## src/rtl/divclk_monitor_if.sv

```systemverilog
// divclk_monitor_if: div_in under test plus the monitor's status outputs.
// The monitor takes the slave side; whoever drives div_in takes master.
interface divclk_monitor_if;
  logic       div_in;
  logic       rise_pulse;
  logic       fall_pulse;
  logic [7:0] half_period;
  logic       period_valid;
  logic       locked;
  logic       err_pulse;
  logic       timeout;

  modport master (
    output div_in,
    input  rise_pulse, fall_pulse, half_period,
    input  period_valid, locked, err_pulse, timeout
  );

  modport slave (
    input  div_in,
    output rise_pulse, fall_pulse, half_period,
    output period_valid, locked, err_pulse, timeout
  );
endinterface

```

## src/rtl/divclk_monitor.sv

```systemverilog
// divclk_monitor: measures div_in half-periods and tracks frequency lock.
// Define DIVMON_SYNC_EN to add a 2-flop synchronizer ahead of edge detect.
module divclk_monitor #(
  parameter int EXP_HALF = 8,
  parameter int TOL      = 1,
  parameter int LOCK_CNT = 4
) (
  input  logic            clk,
  input  logic            rst_n,
  divclk_monitor_if.slave mon
);
  localparam int TMO = 2 * EXP_HALF + TOL;
  localparam int LO  = (EXP_HALF > TOL) ? EXP_HALF - TOL : 0;
  localparam int HI  = EXP_HALF + TOL;

  localparam logic [9:0] LO_V   = 10'(LO);
  localparam logic [9:0] HI_V   = 10'(HI);
  localparam logic [9:0] TMO_V  = 10'(TMO);
  localparam logic [3:0] LOCK_V = 4'(LOCK_CNT);

  typedef enum logic [1:0] {
    IDLE,
    ACQUIRE,
    LOCKED,
    LOST
  } state_e;

  state_e     state_q, state_d;
  logic       prev_q, prev_d;
  logic [7:0] cnt_q, cnt_d;
  logic [3:0] good_cnt_q, good_cnt_d;
  logic [7:0] half_q, half_d;
  logic       rise_q, rise_d;
  logic       fall_q, fall_d;
  logic       pv_q, pv_d;
  logic       err_q, err_d;

  logic       sample;
  logic       edge_s;
  logic       good;
  logic       tmo_hit;
  logic [7:0] meas;
  logic [3:0] gc_inc;

`ifdef DIVMON_SYNC_EN
  logic [1:0] sync_q, sync_d;

  always_comb begin
    sync_d = {sync_q[0], mon.div_in};
    sample = sync_q[1];
  end

  always_ff @(posedge clk) begin
    if (!rst_n) sync_q <= '0;
    else        sync_q <= sync_d;
  end
`else
  always_comb sample = mon.div_in;
`endif

  always_comb begin
    edge_s  = sample ^ prev_q;
    meas    = (cnt_q == 8'hFF) ? 8'hFF : cnt_q + 8'd1;
    good    = ({2'b0, meas} >= LO_V) && ({2'b0, meas} <= HI_V);
    tmo_hit = {2'b0, cnt_q} >= TMO_V;
    gc_inc  = ((state_q == LOST) ? 4'd0 : good_cnt_q) + 4'd1;

    prev_d     = sample;
    cnt_d      = edge_s ? 8'd0 : meas;
    state_d    = state_q;
    good_cnt_d = good_cnt_q;
    half_d     = half_q;
    rise_d     = edge_s & sample;
    fall_d     = edge_s & ~sample;
    pv_d       = 1'b0;
    err_d      = 1'b0;

    // An edge always takes priority over a coincident timeout.
    if (edge_s) begin
      if (state_q == IDLE) begin
        state_d    = ACQUIRE;
        good_cnt_d = 4'd0;
      end else begin
        pv_d   = 1'b1;
        half_d = meas;
        if (state_q == LOCKED) begin
          if (!good) begin
            state_d = LOST;
            err_d   = 1'b1;
          end
        end else if (good) begin
          good_cnt_d = gc_inc;
          state_d    = (gc_inc >= LOCK_V) ? LOCKED : ACQUIRE;
        end else begin
          good_cnt_d = 4'd0;
          state_d    = ACQUIRE;
          err_d      = 1'b1;
        end
      end
    end else if (tmo_hit) begin
      unique case (state_q)
        ACQUIRE: state_d = IDLE;
        LOCKED:  state_d = LOST;
        default: state_d = state_q;
      endcase
    end
  end

  always_ff @(posedge clk) begin
    if (!rst_n) begin
      state_q    <= IDLE;
      prev_q     <= 1'b0;
      cnt_q      <= 8'd0;
      good_cnt_q <= 4'd0;
      half_q     <= 8'd0;
      rise_q     <= 1'b0;
      fall_q     <= 1'b0;
      pv_q       <= 1'b0;
      err_q      <= 1'b0;
    end else begin
      state_q    <= state_d;
      prev_q     <= prev_d;
      cnt_q      <= cnt_d;
      good_cnt_q <= good_cnt_d;
      half_q     <= half_d;
      rise_q     <= rise_d;
      fall_q     <= fall_d;
      pv_q       <= pv_d;
      err_q      <= err_d;
    end
  end

  assign mon.rise_pulse   = rise_q;
  assign mon.fall_pulse   = fall_q;
  assign mon.half_period  = half_q;
  assign mon.period_valid = pv_q;
  assign mon.locked       = (state_q == LOCKED);
  assign mon.err_pulse    = err_q;
  assign mon.timeout      = tmo_hit;
endmodule

```

## src/flat_wrapper.sv

```systemverilog
// flat-port wrapper written by rule: the top's interface ports become plain ports
module divclk_monitor_flat 
#(
  parameter int EXP_HALF = 8,
  parameter int TOL      = 1,
  parameter int LOCK_CNT = 4
)
  (clk, rst_n, mon_div_in, mon_rise_pulse, mon_fall_pulse, mon_half_period, mon_period_valid, mon_locked, mon_err_pulse, mon_timeout);
  divclk_monitor_if mon_i ();
  input  logic clk;
  input  logic rst_n;
  input wire logic [$bits(mon_i.div_in)-1:0] mon_div_in;
  output wire logic [$bits(mon_i.rise_pulse)-1:0] mon_rise_pulse;
  output wire logic [$bits(mon_i.fall_pulse)-1:0] mon_fall_pulse;
  output wire logic [$bits(mon_i.half_period)-1:0] mon_half_period;
  output wire logic [$bits(mon_i.period_valid)-1:0] mon_period_valid;
  output wire logic [$bits(mon_i.locked)-1:0] mon_locked;
  output wire logic [$bits(mon_i.err_pulse)-1:0] mon_err_pulse;
  output wire logic [$bits(mon_i.timeout)-1:0] mon_timeout;
  assign mon_i.div_in = mon_div_in;
  assign mon_rise_pulse = mon_i.rise_pulse;
  assign mon_fall_pulse = mon_i.fall_pulse;
  assign mon_half_period = mon_i.half_period;
  assign mon_period_valid = mon_i.period_valid;
  assign mon_locked = mon_i.locked;
  assign mon_err_pulse = mon_i.err_pulse;
  assign mon_timeout = mon_i.timeout;
  divclk_monitor #(.EXP_HALF(EXP_HALF), .TOL(TOL), .LOCK_CNT(LOCK_CNT)) u_core (.clk(clk), .rst_n(rst_n), .mon(mon_i));
endmodule
```

## config.mk

```make
export PLATFORM = sky130hd
export DESIGN_NAME = divclk_monitor_flat
export DESIGN_NICKNAME = d
export VERILOG_FILES = /design/src/rtl/divclk_monitor_if.sv /design/src/rtl/divclk_monitor.sv /design/src/flat_wrapper.sv
export SDC_FILE = /design/constraint.sdc
export NUM_CORES = 1
export LEC_CHECK = 0
export ABC_AREA = 1
export CAP_MARGIN = 20
export CORE_ASPECT_RATIO = 0.9
export CORE_UTILIZATION = 45
export CTS_CLUSTER_SIZE = 40
export DETAILED_ROUTE_END_ITERATION = 6
export GPL_TIMING_DRIVEN = 1
export HOLD_SLACK_MARGIN = 0.08
export PLACE_DENSITY = 0.69
export SLEW_MARGIN = 20
export SYNTH_ARGS = -nofsm -noshare
export SYNTH_HDL_FRONTEND = slang
export SYNTH_SLANG_ARGS = --single-unit
export TNS_END_PERCENT = 50
```

## constraint.sdc

```tcl
create_clock -name clk -period 5.65 [get_ports clk]
set_clock_uncertainty 0.15 [all_clocks]
set_input_delay 1.13 -clock clk [delete_from_list [all_inputs] [get_ports clk]]
set_output_delay 1.13 -clock clk [all_outputs]
set_load 0.01 [all_outputs]
```

# Word-level counts from Yosys, hierarchy flattened
# Cells that the tools add are included.
# totals
reg_bits,27
output_inout_bits,14
word_cells,53
# classes
addsub,2
magnitude_cmp,4
eq_ne,6
n_mux,15
bitwise_logic,7
n_reduce_logical,10
# ops
operator,count
4-bit 2-to-1 mux,4
2-bit 2-to-1 mux,7
"8-bit by 1-bit adder with 8-bit output, second input constant",1
"8-bit == test, second input constant",1
"8-bit by 3-bit >= comparator with 1-bit output, second input constant",1
"8-bit by 5-bit >= comparator with 1-bit output, second input constant",1
"8-bit by 4-bit less-or-equal comparator with 1-bit output, second input constant",1
8-bit 2-to-1 mux,1
2-bit AND reduction,3
"4-bit by 1-bit adder with 4-bit output, second input constant",1
"2-bit == test, second input constant",2
"4-bit by 3-bit >= comparator with 1-bit output, second input constant",1
"4-bit inequality test, second input constant",1
1-bit inverter,4
2-bit one-hot mux with 2 select lines,1
3-bit AND reduction,1
3-bit nonzero test,1
3-bit OR reduction,1
1-bit bitwise AND,2
"2-bit by 1-bit == test with 1-bit output, second input constant",1
2-bit zero test,1
1-bit 2-to-1 mux,2
"2-bit by 1-bit inequality test with 1-bit output, second input constant",1
2-bit nonzero test,1
other kinds (3),3

# Logic depth before layout (Yosys ltp)
# depth
word_depth,9
ltp_mapped,15
mapped_depth_nobuf,15

# Least setup slack after synthesis
# No wires, ideal clock.
# synth_path
kind,input-to-reg
startpoint,in mon_div_in
endpoint,reg u_core.half_q[1] (netlist: u_core.mon.half_period[1])
setup_ps,116
t_arrival_ps,2370
t_required_ps,5384
path_slack_ps,3013
cell_stages,8
path_cell_list,inv_1 ha_1 clkbuf_1 nor2_1 clkbuf_1 nand2_1 o211ai_1 inv_1
# synth_via
elab_chain_cells,2
# synth_lines
element,line_no,text
"start, declared",flat_wrapper.sv:12,input wire logic [$bits(mon_i.div_in)-1:0] mon_div_in;
1-bit bitwise XOR,divclk_monitor.sv:62,edge_s = sample ^ prev_q;
2-bit AND reduction (no line),n/a,
"end signal, assigned",divclk_monitor.sv:125,half_q <= half_d;
"end, declared",divclk_monitor.sv:32,"logic [7:0] half_q, half_d;"
# No other way between the ends.
# A chain may end at the register's enable or synchronous reset.

# Worst setup path in the final report
# layout_path
startpoint,in mon_div_in
endpoint,reg u_core.good_cnt_q[2]
# layout_via
elab_chain_cells,2
# layout_lines
element,line_no,text
1-bit bitwise XOR,divclk_monitor.sv:62,
2-bit AND reduction (no line),n/a,
"end signal, assigned",divclk_monitor.sv:124,good_cnt_q <= good_cnt_d;
"end, declared",divclk_monitor.sv:31,"logic [3:0] good_cnt_q, good_cnt_d;"
# No other way between the ends.

==> impl_metrics.csv <==
group,metric,value,unit
clock_tree,htree_levels,1,
global_routing,grt_pass1_wl,4.657,mm
finish,final_nets,235,
global_routing,grt_pass1_vias,1091,
clock_tree,clk_latency,0.32,ns
timing,slew_headroom,42.18,%
clock_tree,cts_hold_buffers,0,
worst_hold_path,worstHoldStart,"u_core.good_cnt_q[3]$_SDFFE_PN0P_",
power_and_ir_drop,p_int,0.2630,mW
power_and_ir_drop,clkPwrFrac,22.3,%
placement,dp_hpwl,2.064,mm
global_routing,antenna_found_initial,0,
power_and_ir_drop,p_sw_share,28.15,%
power_and_ir_drop,p_sw,0.1031,mW
timing,finalHoldViolations,0,
clock_tree,cts_sinks,27,
global_routing,grt-ovfl-total,0,
placement,routabilityCongestion,0.8124,
routing,wl,2.737,mm
worst_setup_path,crit_start,"mon_div_in",
finish,areaGrowthSynthToFinish,14.03,%
floorplanning,die_area,3483,um^2
power_and_ir_drop,powerDensity,219.5,nW/um^2
clock_tree,postCtsSetupBuffers,0,
floorplanning,placementRows,19,
routing,wl_per_cell,10.37,um
floorplanning,io_pins,17,
clock_tree,clock-root-buffer,"clkbuf_4",
worst_setup_path,rr_startpoint,"u_core.prev_q$_SDFF_PN0_",
synth,syn_inst,207,
worst_setup_path,path_class,"in -> reg",
timing,fmax,292.7,MHz
power_and_ir_drop,ir_worst_vdd,0.1542,mV
routing,drc,0,
clock_tree,clk_path_buf_depth,2,
clock_tree,clk_pin_slew_worst_paths,0.14,ns
worst_setup_path,cp-start-kind,"input port",
routing,via_per_inst,4.750,
worst_setup_path,worstPathRequired,5.75,ns
timing,min_period,3.416,ns
floorplanning,die_x,62.10,um
worst_setup_path,cp_top_family,"simple AND/OR/NAND/NOR gates",
finish,fillCellCount,322,
synth,synth_warnings,0,
synth,ys_seq_area_share,36.95,%
worst_setup_path,arrival,3.52,ns
power_and_ir_drop,combPwrFrac,20.1,%
synth,syn_area,1463,um^2
placement,io_buffer_count,16,
global_routing,grt_usage,17.78,%
synth,syn_avg_cell_area,7.066,um^2
clock_tree,cts_tree,"yes",
clock_tree,post_cts_resized,0,
finish,diodes,0,
floorplanning,coreArea,3067,um^2
power_and_ir_drop,leakage,0.8248,nW
routing,ant_nets,0,
global_routing,use_met3,3.256,%
global_routing,grtUsageMet1,28.07,%
timing,finalCritPeriodShare,60.47,%
timing,fin_setup_tns,0,ns
power_and_ir_drop,seqPwrFrac,57.7,%
timing,rsz0062_at_grt,"false",
status,status,"complete, no violations",
floorplanning,die_y,56.09,um
timing,setup_viol,0,
timing,tightest_slew,0.8641,ns
routing,drtIter0Drc,28,
synth,ys_seq_elements,27,
worst_setup_path,cp-end-kind,"flip-flop",
power_and_ir_drop,power,0.3661,mW
global_routing,grtUsageMet2,24.32,%
worst_setup_path,max_stage_delay,0.71,ns
routing,dr_total_vias,1254,
worst_setup_path,cp_max_fo,16,
clock_tree,cts_buffers,3,
finish,drive_gt1_share,9.459,%
floorplanning,initial_core_util,47.69,%
worst_setup_path,slowest_stage,"nor2_1",
worst_setup_path,worstPathBufferInverterCount,3,
worst_setup_path,worstPathCellList,"clkdlybuf4s50_1 > inv_1 > ha_1 > nor2_1 > inv_1 > nor2_1 > nand3b_1 > a21oi_1",
routing,drt-pass1-iter-count,4,
worst_hold_path,hp-class,"reg -> reg",
global_routing,grt_max_degree,17,
job,max_cap_violations,0,
synth,synth_cell_type_count,25,
synth,syn_nets,219,
timing,drv_slew,0,
global_routing,busiest_layer,"met1",
power groups by stage:
stage / registers (mW) / logic [mW] / clock network [mW]
floorplan: 0.218 / 0.0408 / 0
global placement: 0.215 / 0.0735 / 0
detailed placement: 0.215 / 0.0735 / 0
CTS: 0.211 / 0.0740 / 0.0837
global route: 0.213 / 0.0837 / 0.0923
finish: 0.211 / 0.0735 / 0.0815
cells in the mapped netlist (all sizes together):
| cell type | number | share of area (%) |
|---|---|---|
| inv | 38 | 9.8 |
| nor3 | 1 | 0.34 |
| nor2 | 30 | 9.2 |
| nand3 | 14 | 5.1 |
| nand2 | 50 | 14 |
| xor2 | 1 | 0.60 |
| nand4 | 3 | 1.7 |
| buf | 2 | 1.5 |
| nand3b | 4 | 2.1 |
| a21oi | 11 | 4.0 |
| o21ai | 8 | 3.0 |
| o211ai | 5 | 2.6 |
| dfxtp | 27 | 37 |
| and2 | 1 | 0.43 |
| ha | 9 | 7.7 |
| clkbuf | 3 | 0.77 |
per-stage QoR:
stage | utilization [%] | area, um^2 | worst slack (ns) | instances | hold WS (ns)
floorplan | - | 1463 | 3.013 | 207 | 0.2937
global placement | 53.53 | 1642 | 1.956 | 260 | 0.3047
detailed placement | 53.53 | 1642 | 1.907 | 260 | 0.3064
CTS | 54.39 | 1668 | 2.245 | 264 | 0.3262
global route | 54.39 | 1668 | 1.966 | 264 | 0.3486
finish | 54.39 | 1668 | 2.234 | 264 | 0.3245
logic make-up (layout without fill, tap and decap cells):
group                    Yosys count  after routing  share of synthesized area [%]
AND/OR/NAND/NOR                  103            103                          33.10
buffers and inverters             43             58                          12.06
flip-flops                        27             27                          36.95
AO/OA/AOI/OAI                     24             24                          9.581
adder cells (fa/ha/maj)            9              9                          7.699
XOR/XNOR                           1              1                         0.5989
final timing paths:
kind,slack [ns],endpoint,depth (start not counted)
setup / recovery,2.23,u_core.good_cnt_q[2]$_SDFFE_PN0P_,8
hold / removal,0.32,u_core.good_cnt_q[3]$_SDFFE_PN0P_,2
setup reg to reg,3.28,u_core.good_cnt_q[2]$_SDFFE_PN0P_,6
hold reg to reg,0.32,u_core.good_cnt_q[3]$_SDFFE_PN0P_,2
tightest hold or removal path, cell delays in order (launching register included):
cell and delay [ns]:
dfxtp_1 0.34, nand2_1 0.06, a21oi_1 0.05
state kept, by name, summed over array words and instances (netlist names), named ones only:
| register | flops |
|---|---|
| u_core.state_q | 1 |
| u_core.prev_q | 1 |
| u_core.mon.fall_pulse | 1 |
| u_core.good_cnt_q | 4 |
| u_core.mon.err_pulse | 1 |
| u_core.mon.half_period | 8 |
| u_core.mon.rise_pulse | 1 |
| u_core.cnt_q | 8 |
| u_core.mon.period_valid | 1 |
metal layers:
layer / routed length [um] / up-vias
met5: 0 / -
met4: 28 / 0
met3: 116 / 4
met2: 1121 / 25
met1: 1470 / 550
li1: - / 675
area by class of cell:
type                    instances  area (um^2)  area share (%)
well taps                      42        52.55           3.151
clock buffers                   4        26.28           1.575
multi-input cells             137        745.7           44.71
inverters                      38        142.6           8.552
repair buffers                 16        160.2           9.602
flip-flops and latches         27        540.5           32.41
cell usage in the layout, fill, tap and decap left out, types with 5 or more instances in the layout:
master	count
nand2_1	46
inv_1	33
dfxtp_1	27
nor2_1	25
clkdlybuf4s50_1	16
nand3_1	13
a21oi_1	10
ha_1	9
o21ai_0	7
inv_2	5
o211ai_1	5
Power figures use the tool's default switching activity.
